File: src/rtl/simd_pkg.sv
// Shared types and field layout for the SIMD decode stage.
// The decode function is the single source of truth for instruction fields.
package simd_pkg;

  localparam int INSTR_W    = 25;
  localparam int REG_ADDR_W = 5;

  typedef enum logic [1:0] {
    FMT_NOP = 2'd0,
    FMT_LI  = 2'd1,
    FMT_R4  = 2'd2,
    FMT_R3  = 2'd3
  } fmt_e;

  localparam int FMT_BIT    = 24;
  localparam int R4_BIT     = 23;
  localparam int LI_IDX_LSB = 21;
  localparam int IMM_LSB    = 5;
  localparam int R4_OP_LSB  = 20;
  localparam int R3_OP_LSB  = 15;
  localparam int RD_LSB     = 0;
  localparam int RS1_LSB    = 5;
  localparam int RS2_LSB    = 10;
  localparam int RS3_LSB    = 15;

  typedef struct packed {
    fmt_e                  fmt;
    logic [2:0]            li_idx;
    logic [15:0]           imm16;
    logic [2:0]            r4_op;
    logic [7:0]            r3_op;
    logic [REG_ADDR_W-1:0] rd;
    logic [REG_ADDR_W-1:0] rs1;
    logic [REG_ADDR_W-1:0] rs2;
    logic [REG_ADDR_W-1:0] rs3;
    logic                  rs1_en;
    logic                  rs2_en;
    logic                  rs3_en;
    logic                  rd_we;
  } dec_t;

  function automatic dec_t decode(input logic [INSTR_W-1:0] instr);
    dec_t d;
    d.li_idx = instr[LI_IDX_LSB +: 3];
    d.imm16  = instr[IMM_LSB +: 16];
    d.r4_op  = instr[R4_OP_LSB +: 3];
    d.r3_op  = instr[R3_OP_LSB +: 8];
    d.rd     = instr[RD_LSB +: REG_ADDR_W];
    d.rs1    = instr[RS1_LSB +: REG_ADDR_W];
    d.rs2    = instr[RS2_LSB +: REG_ADDR_W];
    d.rs3    = instr[RS3_LSB +: REG_ADDR_W];
    d.rs1_en = 1'b0;
    d.rs2_en = 1'b0;
    d.rs3_en = 1'b0;
    d.rd_we  = 1'b0;
    if (!instr[FMT_BIT]) begin
      // Load-immediate merges a halfword into rd, so rd is also read as rs1.
      d.fmt    = FMT_LI;
      d.rs1    = d.rd;
      d.rs1_en = 1'b1;
      d.rd_we  = 1'b1;
    end else if (!instr[R4_BIT]) begin
      d.fmt    = FMT_R4;
      d.rs1_en = 1'b1;
      d.rs2_en = 1'b1;
      d.rs3_en = 1'b1;
      d.rd_we  = 1'b1;
    end else if (d.r3_op[3:0] == 4'd0) begin
      d.fmt    = FMT_NOP;
    end else begin
      d.fmt    = FMT_R3;
      d.rs1_en = 1'b1;
      d.rs2_en = 1'b1;
      d.rd_we  = 1'b1;
    end
    return d;
  endfunction

endpackage

File: src/rtl/instr_fifo.sv
// Skid FIFO between the instruction buffer and decode; count-based full/empty,
// pointers wrap naturally because DEPTH is a power of two.
module instr_fifo #(
  parameter int DEPTH = 4,
  parameter int WIDTH = 25
) (
  input  logic                     clk,
  input  logic                     rst,
  input  logic                     push,
  input  logic [WIDTH-1:0]         wr_data,
  input  logic                     pop,
  output logic [WIDTH-1:0]         rd_data,
  output logic                     full,
  output logic                     empty,
  output logic [$clog2(DEPTH):0]   count
);

  localparam int PTR_W = $clog2(DEPTH);
  localparam int CNT_W = PTR_W + 1;
  localparam logic [CNT_W-1:0] DEPTH_C = CNT_W'(DEPTH);
  localparam logic [PTR_W-1:0] PTR_ONE = PTR_W'(1);
  localparam logic [CNT_W-1:0] CNT_ONE = CNT_W'(1);

  logic [WIDTH-1:0] mem_q [DEPTH];
  logic [PTR_W-1:0] wr_ptr_d, wr_ptr_q, rd_ptr_d, rd_ptr_q;
  logic [CNT_W-1:0] count_d, count_q;
  logic             do_push, do_pop;

  assign full    = (count_q == DEPTH_C);
  assign empty   = (count_q == '0);
  assign count   = count_q;
  assign rd_data = mem_q[rd_ptr_q];

  always_comb begin
    do_pop   = pop && !empty;
    // A pop frees the slot the push lands in, so full+pop+push is legal.
    do_push  = push && (!full || do_pop);
    wr_ptr_d = wr_ptr_q;
    rd_ptr_d = rd_ptr_q;
    count_d  = count_q;
    if (do_push) wr_ptr_d = wr_ptr_q + PTR_ONE;
    if (do_pop)  rd_ptr_d = rd_ptr_q + PTR_ONE;
    case ({do_push, do_pop})
      2'b10:   count_d = count_q + CNT_ONE;
      2'b01:   count_d = count_q - CNT_ONE;
      default: count_d = count_q;
    endcase
  end

  always_ff @(posedge clk or posedge rst) begin
    if (rst) begin
      wr_ptr_q <= '0;
      rd_ptr_q <= '0;
      count_q  <= '0;
    end else begin
      wr_ptr_q <= wr_ptr_d;
      rd_ptr_q <= rd_ptr_d;
      count_q  <= count_d;
    end
  end

  always_ff @(posedge clk) begin
    if (do_push) mem_q[wr_ptr_q] <= wr_data;
  end

endmodule

File: src/rtl/instruction_decode.sv
// Decode stage: skid FIFO plus bypass path feeding a stallable output register
// toward register fetch.
module instruction_decode
  import simd_pkg::*;
#(
  parameter int FIFO_DEPTH = 4
) (
  input  logic        clk,
  input  logic        rst,
  input  logic [24:0] instruction,
  input  logic        instr_valid,
  input  logic        stall,
  output logic        instr_ready,
  output logic        overflow,
  output logic        dec_valid,
  output logic [1:0]  fmt,
  output logic [2:0]  li_idx,
  output logic [15:0] imm16,
  output logic [2:0]  r4_op,
  output logic [7:0]  r3_op,
  output logic [4:0]  rd,
  output logic [4:0]  rs1,
  output logic [4:0]  rs2,
  output logic [4:0]  rs3,
  output logic        rs1_en,
  output logic        rs2_en,
  output logic        rs3_en,
  output logic        rd_we
);

  localparam int CNT_W = $clog2(FIFO_DEPTH) + 1;
  localparam logic [CNT_W-1:0] DEPTH_C = CNT_W'(FIFO_DEPTH);

  logic [INSTR_W-1:0] fifo_head;
  logic               fifo_full, fifo_empty;
  logic [CNT_W-1:0]   fifo_count;
  logic               push, pop, bypass;

  dec_t dec_d, dec_q;
  logic dec_valid_d, dec_valid_q;
  logic overflow_d, overflow_q;

  instr_fifo #(
    .DEPTH (FIFO_DEPTH),
    .WIDTH (INSTR_W)
  ) u_fifo (
    .clk     (clk),
    .rst     (rst),
    .push    (push),
    .wr_data (instruction),
    .pop     (pop),
    .rd_data (fifo_head),
    .full    (fifo_full),
    .empty   (fifo_empty),
    .count   (fifo_count)
  );

  always_comb begin
    pop         = !stall && !fifo_empty;
    // Bypass only when nothing older is queued, so ordering stays strict.
    bypass      = !stall && fifo_empty && instr_valid;
    push        = instr_valid && !bypass && (!fifo_full || pop);
    overflow_d  = overflow_q | (instr_valid && fifo_full && !pop);
    dec_d       = dec_q;
    dec_valid_d = dec_valid_q;
    if (!stall) begin
      if (!fifo_empty) begin
        dec_d       = decode(fifo_head);
        dec_valid_d = 1'b1;
      end else if (instr_valid) begin
        dec_d       = decode(instruction);
        dec_valid_d = 1'b1;
      end else begin
        dec_valid_d = 1'b0;
      end
    end
  end

  always_ff @(posedge clk or posedge rst) begin
    if (rst) begin
      dec_q       <= '0;
      dec_valid_q <= 1'b0;
      overflow_q  <= 1'b0;
    end else begin
      dec_q       <= dec_d;
      dec_valid_q <= dec_valid_d;
      overflow_q  <= overflow_d;
    end
  end

  assign instr_ready = (fifo_count != DEPTH_C);
  assign overflow    = overflow_q;
  assign dec_valid   = dec_valid_q;
  assign fmt         = dec_q.fmt;
  assign li_idx      = dec_q.li_idx;
  assign imm16       = dec_q.imm16;
  assign r4_op       = dec_q.r4_op;
  assign r3_op       = dec_q.r3_op;
  assign rd          = dec_q.rd;
  assign rs1         = dec_q.rs1;
  assign rs2         = dec_q.rs2;
  assign rs3         = dec_q.rs3;
  assign rs1_en      = dec_q.rs1_en;
  assign rs2_en      = dec_q.rs2_en;
  assign rs3_en      = dec_q.rs3_en;
  assign rd_we       = dec_q.rd_we;

endmodule
File: config.mk
export PLATFORM = sky130hd
export DESIGN_NAME = instruction_decode
export DESIGN_NICKNAME = d
export VERILOG_FILES = /design/src/rtl/simd_pkg.sv /design/src/rtl/instr_fifo.sv /design/src/rtl/instruction_decode.sv
export SDC_FILE = /design/constraint.sdc
export NUM_CORES = 1
export LEC_CHECK = 0
export BUFFER_PORTS_ARGS = -buffer_cell sky130_fd_sc_hd__buf_2
export CAP_MARGIN = 20
export CORE_MARGIN = 2
export CORE_UTILIZATION = 30
export CTS_CLUSTER_SIZE = 24
export DETAILED_ROUTE_END_ITERATION = 16
export PLACE_DENSITY = 0.52
export SLEW_MARGIN = 20
export SYNTH_ARGS = -nofsm -noshare
export SYNTH_HDL_FRONTEND = slang
export SYNTH_SLANG_ARGS = --single-unit
export TNS_END_PERCENT = 20
File: constraint.sdc
create_clock -name clk -period 2.1 [get_ports clk]
set_clock_uncertainty 0.2 [all_clocks]
set_input_delay 0.105 -clock clk [delete_from_list [all_inputs] [get_ports clk]]
set_output_delay 0.105 -clock clk [all_outputs]
set_load 0.005 [all_outputs]
Word-level counts from Yosys, hierarchy flattened --
Memory sizes are Yosys's and may differ from the RTL's. Index checks and enable logic that the tools add are counted.
Operators by class: add/sub/neg operators 4, eq/ne operators 5, muxes and demuxes 29, bitwise gates (word level) 2, reduce and logical (&&, ||, !) cells 21
Operator list (number):
- 2-to-1 mux 56 bit | 2
- 2-to-1 mux 2 bit | 10
- 2-to-1 mux 1 bit | 14
- 2-to-1 mux 5 bit | 2
- logical AND 1 bit | 9
- logical NOT 4 bit | 2
- case mux 3 bit (2 select lines) | 1
- logical NOT 1 bit | 5
- adder 2 x 1 -> 2 bit (second input constant) | 2
- adder 3 x 1 -> 3 bit (second input constant) | 1
- == test 3 bit (second input constant) | 1
- logical NOT 3 bit | 1
- inequality test 3 bit (second input constant) | 1
- subtractor 3 x 1 -> 3 bit (second input constant) | 1
- == test 2 x 1 -> 1 bit (second input constant) | 1
- == test 2 bit (second input constant) | 1
- logical OR 1 bit | 2
- inequality test 2 bit (second input constant) | 1
- AND reduction 2 bit | 1
- nonzero test 2 bit | 1
- NOT 1 bit | 1
- OR 1 bit | 1
Word-level totals: flip-flop bits (word level) 65, memory bits (writable) 100, input port bits 29, output and inout bits 59, word-level logic and storage cells 80, memories 1
Memories:
- u_fifo.mem_q | words 4, bits a word 25, rd ports 1, clocked after Yosys merged registers in 0, wr ports 1, RTL line instr_fifo.sv:24 | logic [WIDTH-1:0] mem_q [DEPTH];

Logic depth before layout (Yosys ltp) --
Gate-level depths: netlist of the first run.
depth in word-level cells 9, mapped depth 9, gate-level depth less buffers 9

By module --
A second synthesis of the first run with hierarchy kept.
Second synthesis, totals: cells, all modules 353, area, all modules 6268.5 sq um
By module, submodules not included:
- instr_fifo | times used 1, cells an instance 185, area an instance 4125.2 sq um
- instruction_decode | times used 1, cells an instance 168, area an instance 2143.3 sq um

Worst setup path after synthesis of the first run --
Ideal clock, no wire load.
kind flip-flop to flip-flop, from reg u_fifo.count_q[2] (netlist: u_fifo.count[2]), to mem u_fifo.mem_q[0][0], enable pin, library setup time 384 ps, arrival 1610 ps, data required time 1516 ps, setup slack -94 ps, stages on the path, launching flop included 4, period minus slack after synthesis 2194 ps, cell sequence dfrtp_1 > xnor2_1 > a21boi_1 > and2_1
On the way: cells in the longest elaborated chain, start to end 9, elaborated cells on any way between the ends 16, classes of those cells eq/ne (1); mux (2); reduce/logical (13)
Ends and longest elaborated chain:
- start: declaration | RTL line instr_fifo.sv:26 | logic [CNT_W-1:0] count_d, count_q;
- start signal: assignment | RTL line instr_fifo.sv:58 | count_q <= count_d;
- logical NOT 3 bit | RTL line instr_fifo.sv:30 | assign empty = (count_q == '0);
- logical AND 1 bit (2 in a row) | RTL line instruction_decode.sv:61 | bypass = !stall && fifo_empty && instr_valid;
- logical NOT 1 bit | RTL line instruction_decode.sv:62 | push = instr_valid && !bypass && (!fifo_full || pop);
- logical AND 1 bit (2 in a row) | RTL line instruction_decode.sv:62
- logical AND 1 bit * | RTL line instr_fifo.sv:37 | do_push = push && (!full || do_pop);
- 2-to-1 mux 1 bit * | RTL line instr_fifo.sv:63 | if (do_push) mem_q[wr_ptr_q] <= wr_data;
- 2-to-1 mux 1 bit (not written as such) * | RTL line instr_fifo.sv:63
- end: declaration | RTL line instr_fifo.sv:24
Mark *: on every way between the ends. The rest lies on a longest branch, timed or not.

Worst setup path in the final report of the first run --
from reg u_fifo.rd_ptr_q[0], to reg dec_q, in the netlist rs1[4]
On the way: cells in the longest elaborated chain, start to end 3
Ends and longest elaborated chain:
- start: declaration | RTL line instr_fifo.sv:25 | logic [PTR_W-1:0] wr_ptr_d, wr_ptr_q, rd_ptr_d, rd_ptr_q;
- start signal: assignment | RTL line instr_fifo.sv:57 | rd_ptr_q <= rd_ptr_d;
- memory (4 x 25 bit)
- 2-to-1 mux 5 bit | RTL line simd_pkg.sv:56 | if (!instr[FMT_BIT]) begin
- 2-to-1 mux 56 bit | RTL line instruction_decode.sv:67 | if (!fifo_empty) begin
- end signal: assignment | RTL line instruction_decode.sv:81 | dec_q <= '0;
- end signal: assignment | RTL line instruction_decode.sv:85 | dec_q <= dec_d;
- end: declaration | RTL line instruction_decode.sv:39 | dec_t dec_d, dec_q;
No other way between the ends. A chain may end at the register's enable or synchronous reset.

==> metrics.md, run 1 <==
| Metric | Value |
|---|---|
| Number of synthesized flops with an enable pin | `100` |
| Data arrival, critical path | `2.26 ns` |
| CTS tree | `done` |
| Setup crit start | `u_fifo.rd_ptr_q[0]` |
| GRT met1 Usage | `16.1%` |
| PwrDens | `1440 nW/um2` |
| Worst r2r src | `u_fifo.rd_ptr_q[0]` |
| LEAKAGE | `3.10 nW` |
| Fmax | `462 MHz` |
| Num CTS Buffers | `17` |
| Cell variety after synth | `37` |
| Worst path cell trace | `buf_12 -> buf_4 -> buf_4 -> mux4_2 -> mux2_2 -> a221o_1` |
| Synthesized net count | `396` |
| Met2 Usage GRT | `20.9%` |
| Pre-CTS WS | `-0.186 ns` |
| Setup TNS | `-0.130 ns` |
| Worst Hold Class | `input pin to async pin` |
| Root buffer cell | `clkbuf_16` |
| Internal power | `7.85 mW` |
| Synth Warn # | `0` |
| Crit Path Max Fanout | `7` |
| Routability cong. | `0.738` |
| Slew Limit Headroom | `58.9%` |
| Via/cell ratio | `4.42` |
| Top Usage Layer GRT | `met2` |
| Worst Setup End Kind | `flop` |
| Sink Count | `142` |
| PnR Total Power | `11.2 mW` |
| Startpoint Class | `flop` |
| Worst slew pin tran | `0.616 ns` |
| NetSw | `3.30 mW` |
| ANT nets after route | `0` |
| Max Transition Viols Final | `0` |
| Hold Vio Cnt, Final | `0` |
| Failing checks | `negative setup slack` |
| Initial antenna violation count | `0` |
| Clk pwr share | `27.7%` |
| Placed insts | `704` |
| Comb power frac | `34.4%` |
| Clock buffer depth | `2` |
| Drc violations | `0` |
| Crit Path Class | `flop to flop` |
| First-pass GRT wire length | `19400 um` |
| Antenna cells | `0` |
| Vias in the first global route | `3552` |
| I/O pins | `88` |
| Setup violators final | `3` |
| Filler cells | `1804` |
| Register area share after synthesis | `68.3%` |
| M3 GR Usage | `3.51%` |
| Layout area overhead | `30.4%` |
| Share of cells above drive strength 1 | `38.9%` |
| Wirelength per Cell | `16.2 um` |
| Max-cap violations | `0` |
| FP Rows | `51` |
| Fin crit share | `103%` |
| Width of the die | `145 um` |
| Remaining Overflow, GRT | `0` |
| CORE AREA | `19500 um2` |
| Global-route usage over all layers | `12.7%` |
| Avg Inst Size Synth | `16.4 um2` |
| Cell count after synthesis | `361` |
| Sw Ratio | `29.6%` |
| H-tree levels | `4` |
| Post-Route WL | `12400 um` |
| Status | `complete, but fails checks` |
| Post-layout min period | `2.17 ns` |
| Post-Syn Area | `5930 um2` |
| Initial core utilization | `30.5%` |
| Largest net degree at the start of global routing | `43` |
| Detailed router's first-iteration violation count | `155` |
| HPWL after detailed placement | `8100 um` |
| RSZ-0062 raised after global routing | `yes` |
| Synth Flop Type | `edfxtp_1` |
| Ys async rst share | `29.6%` |
| Slowest CP cell | `mux4_2` |
| Die Area | `20900 um2` |
| CP required | `2.20 ns` |
| Worst-Skew Late Latency | `0.42 ns` |
| Max IR drop VDD | `0.000642 V` |
| #FFs+latches synth | `142` |
| Final Non-Filler Cells | `769` |
| Setup ws final | `-0.0661 ns` |
| First-pass iteration count of the detailed router | `4` |
| CP max stage delay | `0.44 ns` |
| Sequential Power Share | `37.9%` |
| Routed vias | `3397` |
| Clock transition at path regs | `0.06 ns` |
| CP most frequent cell | `buf_4` |
| Nets@finish | `526` |
| DIE HEIGHT | `145 um` |
| Port Buffers | `87` |
-- worst paths after layout --
kind / end / slack (ns) / cells after the start
max: rs1[4] / -0.07 / 6
min: li_idx[0] / 0.20 / 4
max reg2reg: rs1[4] / -0.07 / 6
min reg2reg: overflow / 0.28 / 1
max in group asynchronous: u_fifo.rd_ptr_q[0] / 1.05 / 4
min in group clk: u_fifo.mem_q[2][14] / 0.26 / 2
-- cells in the mapped netlist, drive strengths merged (2+ instances only) --
| library cell | n | area, um2 |
|---|---|---|
| edfxtp | 100 | 3000 |
| dfrtp | 42 | 1050 |
| buf | 37 | 260 |
| nand2 | 33 | 124 |
| mux2i | 29 | 290 |
| o21ai | 29 | 145 |
| mux4 | 25 | 567 |
| inv | 8 | 30.0 |
| nor3 | 6 | 30.0 |
| a221o | 5 | 50.1 |
| and2 | 5 | 31.3 |
| ha | 5 | 62.6 |
| mux2 | 5 | 56.3 |
| clkbuf | 4 | 15.0 |
| xnor2 | 4 | 35.0 |
| nor2 | 3 | 11.3 |
| xor2 | 3 | 26.3 |
| a21oi | 2 | 10.0 |
| nand2b | 2 | 12.5 |
| nand4 | 2 | 12.5 |
| nor4 | 2 | 18.8 |
-- cell type report --
cell class / instances / area (um2) / area share (%)
clock buffers: 21 / 440 / 5.69
clock inverters: 11 / 166 / 2.15
inverters: 8 / 30.0 / 0.388
multi-input cells: 170 / 1620 / 21.0
flip-flops and latches: 142 / 4060 / 52.4
well taps: 265 / 332 / 4.29
repair buffers: 152 / 1090 / 14.1
-- power groups by stage --
stage | registers, mW | logic [mW] | clock network, mW
finish | 4.22 | 3.83 | 3.09
global route | 4.32 | 4.28 | 3.28
CTS | 4.24 | 3.86 | 3.16
detailed placement | 4.32 | 3.65 | 0
global placement | 4.29 | 3.61 | 0
floorplan | 4.20 | 2.45 | 0
-- per-layer routing --
layer,vias to the layer above,routed length [um]
met2,91,6110
met4,0,195
met1,1686,5530
met5,-,0
met3,16,603
li1,1604,-
-- sequential cells by signal, summed over array words and instances, names as in the netlist, 2 cells and up --
register	cells
rd	5
rs1	5
u_fifo.mem_q	100
li_idx	3
fmt	2
u_fifo.wr_ptr_q	2
u_fifo.rd_ptr_q	2
u_fifo.count	3
imm16	15
-- cells in the final DEF, fill, tap and decap left out, drive strengths merged, types with 6 or more instances in the layout --
| master | count |
|---|---|
| buf | 124 |
| edfxtp | 100 |
| dfrtp | 42 |
| nand2 | 33 |
| mux2i | 29 |
| o21ai | 29 |
| dlygate4sd3 | 28 |
| mux4 | 25 |
| clkbuf | 21 |
| inv | 8 |
| nor3 | 6 |
-- worst max-delay path, delay by kind of cell, from the launching register on --
kind,cells,cell delay (ns)
muxes,2,0.72
buffers and inverters,3,0.39
AOI/OAI and AO/OA,1,0.31
DFF,1,0.42
-- through the flow --
step / util, % / cell area (um2) / hold WS, ns
final: 39.7 / 7740 / 0.196
after global routing: 39.7 / 7740 / 0.262
after CTS: 39.5 / 7700 / 0.203
after detailed placement: 34.7 / 6760 / 0.108
after global placement: 34.7 / 6760 / 0.0980
after floorplan: - / 5940 / -0.00235
-- logic make-up (layout without fill, tap and decap cells) --
group | after synthesis | count (layout) | synth area share [%]
flip-flops | 142 | 142 | 68.3
multiplexers | 59 | 59 | 15.4
AND/OR/NAND/NOR | 55 | 55 | 4.26
buffers and inverters | 49 | 192 | 5.14
AO/OA/AOI/OAI | 43 | 43 | 4.47
XOR/XNOR | 7 | 7 | 1.03
adder cells (fa/ha/maj) | 6 | 6 | 1.39
-- repair_timing --
action                     in CTS  in global routing
buffers inserted                3                  2
hold buffers                   28                  0
hold endpoints to repair      173                  0
gates cloned                    0                  0
setup endpoints to repair       9                 16
pin swaps                       0                  3
resized for setup               6                  6
Note: power is estimated with default switching activity, not from simulation.
==> inputs of run 2 (changes only) <==
CORE_MARGIN = not set   (was 2)
SYNTH_HIERARCHICAL = 1   (was not set)
==> run 2 against run 1 <==
The flow still finishes with violations (negative setup slack). Critical path depth rose by 4. Flip-flop and latch count did not move. Cell count increased by 2.6%. Core utilization increased by 1.4 points. Synthesized area increased by 5.6%. Die area up 2.7%. First-iteration DRC count rose by 34%. Sequential share of layout area down 4.0 points. Via count rose by 6.5%.
==> metrics.md, run 2 <==
| Metric | Value |
|---|---|
| First-pass GRT wire length | `21800 um` |
| Routability cong. | `0.735` |
| LEAKAGE | `3.28 nW` |
| Largest Register | `u_fifo/mem_q` |
| FP Rows | `52` |
| Worst-Skew Late Latency | `0.42 ns` |
| CORE AREA | `20400 um2` |
| Post-Syn Area | `6270 um2` |
| Register area share after synthesis | `64.7%` |
| Setup TNS | `-5.77 ns` |
| Max Transition Viols Final | `0` |
| CP most frequent cell | `inv_2` |
| Vias in the first global route | `3804` |
| Max reg flops | `100` |
| R2R setup slack | `-0.30 ns` |
| Sink Count | `142` |
| Compound-cell area share of the yosys netlist | `2.20%` |
| Cell count after synthesis | `353` |
| Startpoint Class | `flop` |
| Wirelength per Cell | `18.1 um` |
| Root buffer cell | `clkbuf_16` |
| Detailed router's first-iteration violation count | `208` |
| Status | `complete, but fails checks` |
| Count leader, synth | `edfxtp_1` |
| Max IR drop VDD | `0.000686 V` |
| #FFs+latches synth | `142` |
| Synth Area in Simple Gates | `3.23%` |
| Cell variety after synth | `43` |
| Placed cell area | `7140 um2` |
| Via/cell ratio | `4.59` |
| Fin crit share | `114%` |
| Post-Route WL | `14300 um` |
| Remaining Overflow, GRT | `0` |
| XOR/XNOR Fraction of Synth Area | `0.699%` |
| Largest net degree at the start of global routing | `29` |
| Data arrival, critical path | `2.49 ns` |
| ANT nets after route | `0` |
| Synth Warn # | `6` |
| Synth top area cells | `edfxtp_1, dfrtp_1, mux4_2` |
| Routed vias | `3619` |
| Crit Path Max Fanout | `2` |
| Synthesized net count | `387` |
| Setup ws final | `-0.296 ns` |
| Commonest cells after routing, fill and taps aside | `edfxtp_1, buf_2, dfrtp_1` |
| HPWL after detailed placement | `8800 um` |
| Failing checks | `negative setup slack` |
| Clock buffer depth | `2` |
| Top cell type by total area after synthesis | `edfxtp_1` |
| Worst path cell trace | `or3b_4 -> inv_2 -> inv_2 -> a21oi_2 -> nor2_2 -> or2_4 -> fa_2 -> nand2b_4 -> o211ai_1 -> nand3_1` |
| Initial antenna violation count | `0` |
| Antenna cells | `0` |
| Worst reg2reg path depth | `10` |
| CP required | `2.20 ns` |
| Width of the die | `147 um` |
| Pre-CTS WS | `-0.337 ns` |
| Avg Inst Size Synth | `17.8 um2` |
| Max-cap violations | `0` |
| Hold Vio Cnt, Final | `0` |
| Clock transition at path regs | `0.06 ns` |
| Number of synthesized flops with an enable pin | `100` |
| Crit Path Class | `flop to flop` |
| Port Buffers | `87` |
| Worst r2r src | `u_fifo/count[1]` |
| Slowest CP cell | `or3b_4` |
| CP max stage delay | `0.41 ns` |
| Worst slew pin tran | `0.765 ns` |
| Share of cells above drive strength 1 | `54.5%` |
| PwrDens | `1470 nW/um2` |
| Commonest non-fill, non-tap cell in the layout | `edfxtp_1` |
| First-pass iteration count of the detailed router | `4` |
| Slew Limit Headroom | `48.5%` |
| Initial core utilization | `30.8%` |
| CTS tree | `done` |
| Layout area overhead | `33.6%` |
| Worst Hold Class | `input pin to async pin` |
| Post-layout min period | `2.40 ns` |
| DIE HEIGHT | `147 um` |
| Die Area | `21500 um2` |
| Global-route usage over all layers | `13.9%` |
| Hold WS | `0.00790 ns` |
| I/O pins | `88` |
| Nets@finish | `540` |
| Largest family of logic cells by synthesized area | `multiplexers` |
| Top post-synthesis cells by count | `edfxtp_1, dfrtp_1, mux2_2` |
| Setup violators final | `94` |
| H-tree levels | `4` |
| Crit Reg-Reg Endpoint | `u_fifo/count[2]` |
| Synth top area share | `47.9%` |
| Post-synthesis mux area share | `22.7%` |
| Ys async rst share | `29.6%` |
| Synth Flop Type | `edfxtp_1` |
| Num CTS Buffers | `17` |
| RSZ-0062 raised after global routing | `yes` |
| Post-synthesis adder-cell area fraction | `1.12%` |
| Worst Setup End Kind | `flop` |
| Fmax | `417 MHz` |
| Final instance area | `8370 um2` |
| Drc violations | `0` |
[run 2: cell types whose count changed after synthesis, sizes merged, moves of 4 or more]
cell / change
mux2: +51
o21ai: -28
nor3: -5
nand2: -24
mux2i: -14
a221o: -4
nor2: +4
[run 2: power by group]
group / total [mW] / switching (mW) / internal (mW)
registers: 4.11 / 0.355 / 3.76
logic: 5.19 / 2.19 / 3.00
clock network: 3.02 / 1.13 / 1.89
total: 12.3 / 3.68 / 8.64
[run 2: cells by family (layout without fill, tap and decap cells)]
logic type | after synthesis | in the layout
and+or+nand+nor | 37 | 40
AOI/OAI and AO/OA | 17 | 17
DFF | 142 | 142
muxes | 96 | 96
xor gates and xnor gates | 5 | 5
buffers and inverters | 51 | 214
adders and majority gates | 5 | 5
[run 2: how the worst max path moves through the flow]
| stage | endpoint | slack, ns | from |
|---|---|---|---|
| 2_1_floorplan | u_fifo/count[1] | -0.50 | u_fifo/count[2] |
| 3_3_place_gp | u_fifo/count[1] | -0.26 | u_fifo/count[0] |
| 3_5_place_dp | u_fifo/count[2] | -0.34 | u_fifo/count[0] |
| 4_1_cts | u_fifo/count[1] | -0.27 | u_fifo/count[1] |
| 5_1_grt | u_fifo/count[2] | -0.39 | u_fifo/count[1] |
| 6_report | u_fifo/count[2] | -0.30 | u_fifo/count[1] |
[run 2: timing repair]
action	in CTS	in global routing
endpoints found under the hold margin	159	0
cloned	2	4
setup buffers	12	7
pin swaps	10	7
setup endpoints to repair	131	137
resized for setup	19	19
hold buffers	29	0
[run 2: final cells by class]
| class | instances | area [um2] |
|---|---|---|
| flip-flops and latches | 142 | 4060 |
| multi-input cells | 163 | 2010 |
| fillers | 1842 | 12000 |
| inverters | 11 | 41.3 |
| repair buffers | 171 | 1340 |
| clock inverters | 11 | 141 |
| well taps | 270 | 338 |
| clock buffers | 21 | 450 |
[run 2: critical path: cells and delay by family, from the launching register on]
family / cells / cell delay [ns]
compound gates: 2 / 0.30
fa+ha+maj: 1 / 0.35
buf+inv: 2 / 0.11
flops: 1 / 0.38
simple gates: 5 / 0.95
[run 2: per-layer routing]
| layer | vias up | track usage (%) | routed length (um) |
|---|---|---|---|
| met2 | 92 | 23.1 | 7290 |
| met5 | - | 0 | 0 |
| met4 | 0 | 5.42 | 225 |
| li1 | 1636 | - | - |
| met1 | 1873 | 17.1 | 6180 |
| met3 | 18 | 4.13 | 620 |
[run 2: through the flow]
step	total power, mW	std cells	util [%]
after global placement	8.62	706	35.1
after detailed placement	8.70	706	35.1
after global routing	13.0	789	41.1
final	12.3	789	41.1
after floorplan	7.35	353	-
after CTS	12.1	780	40.4
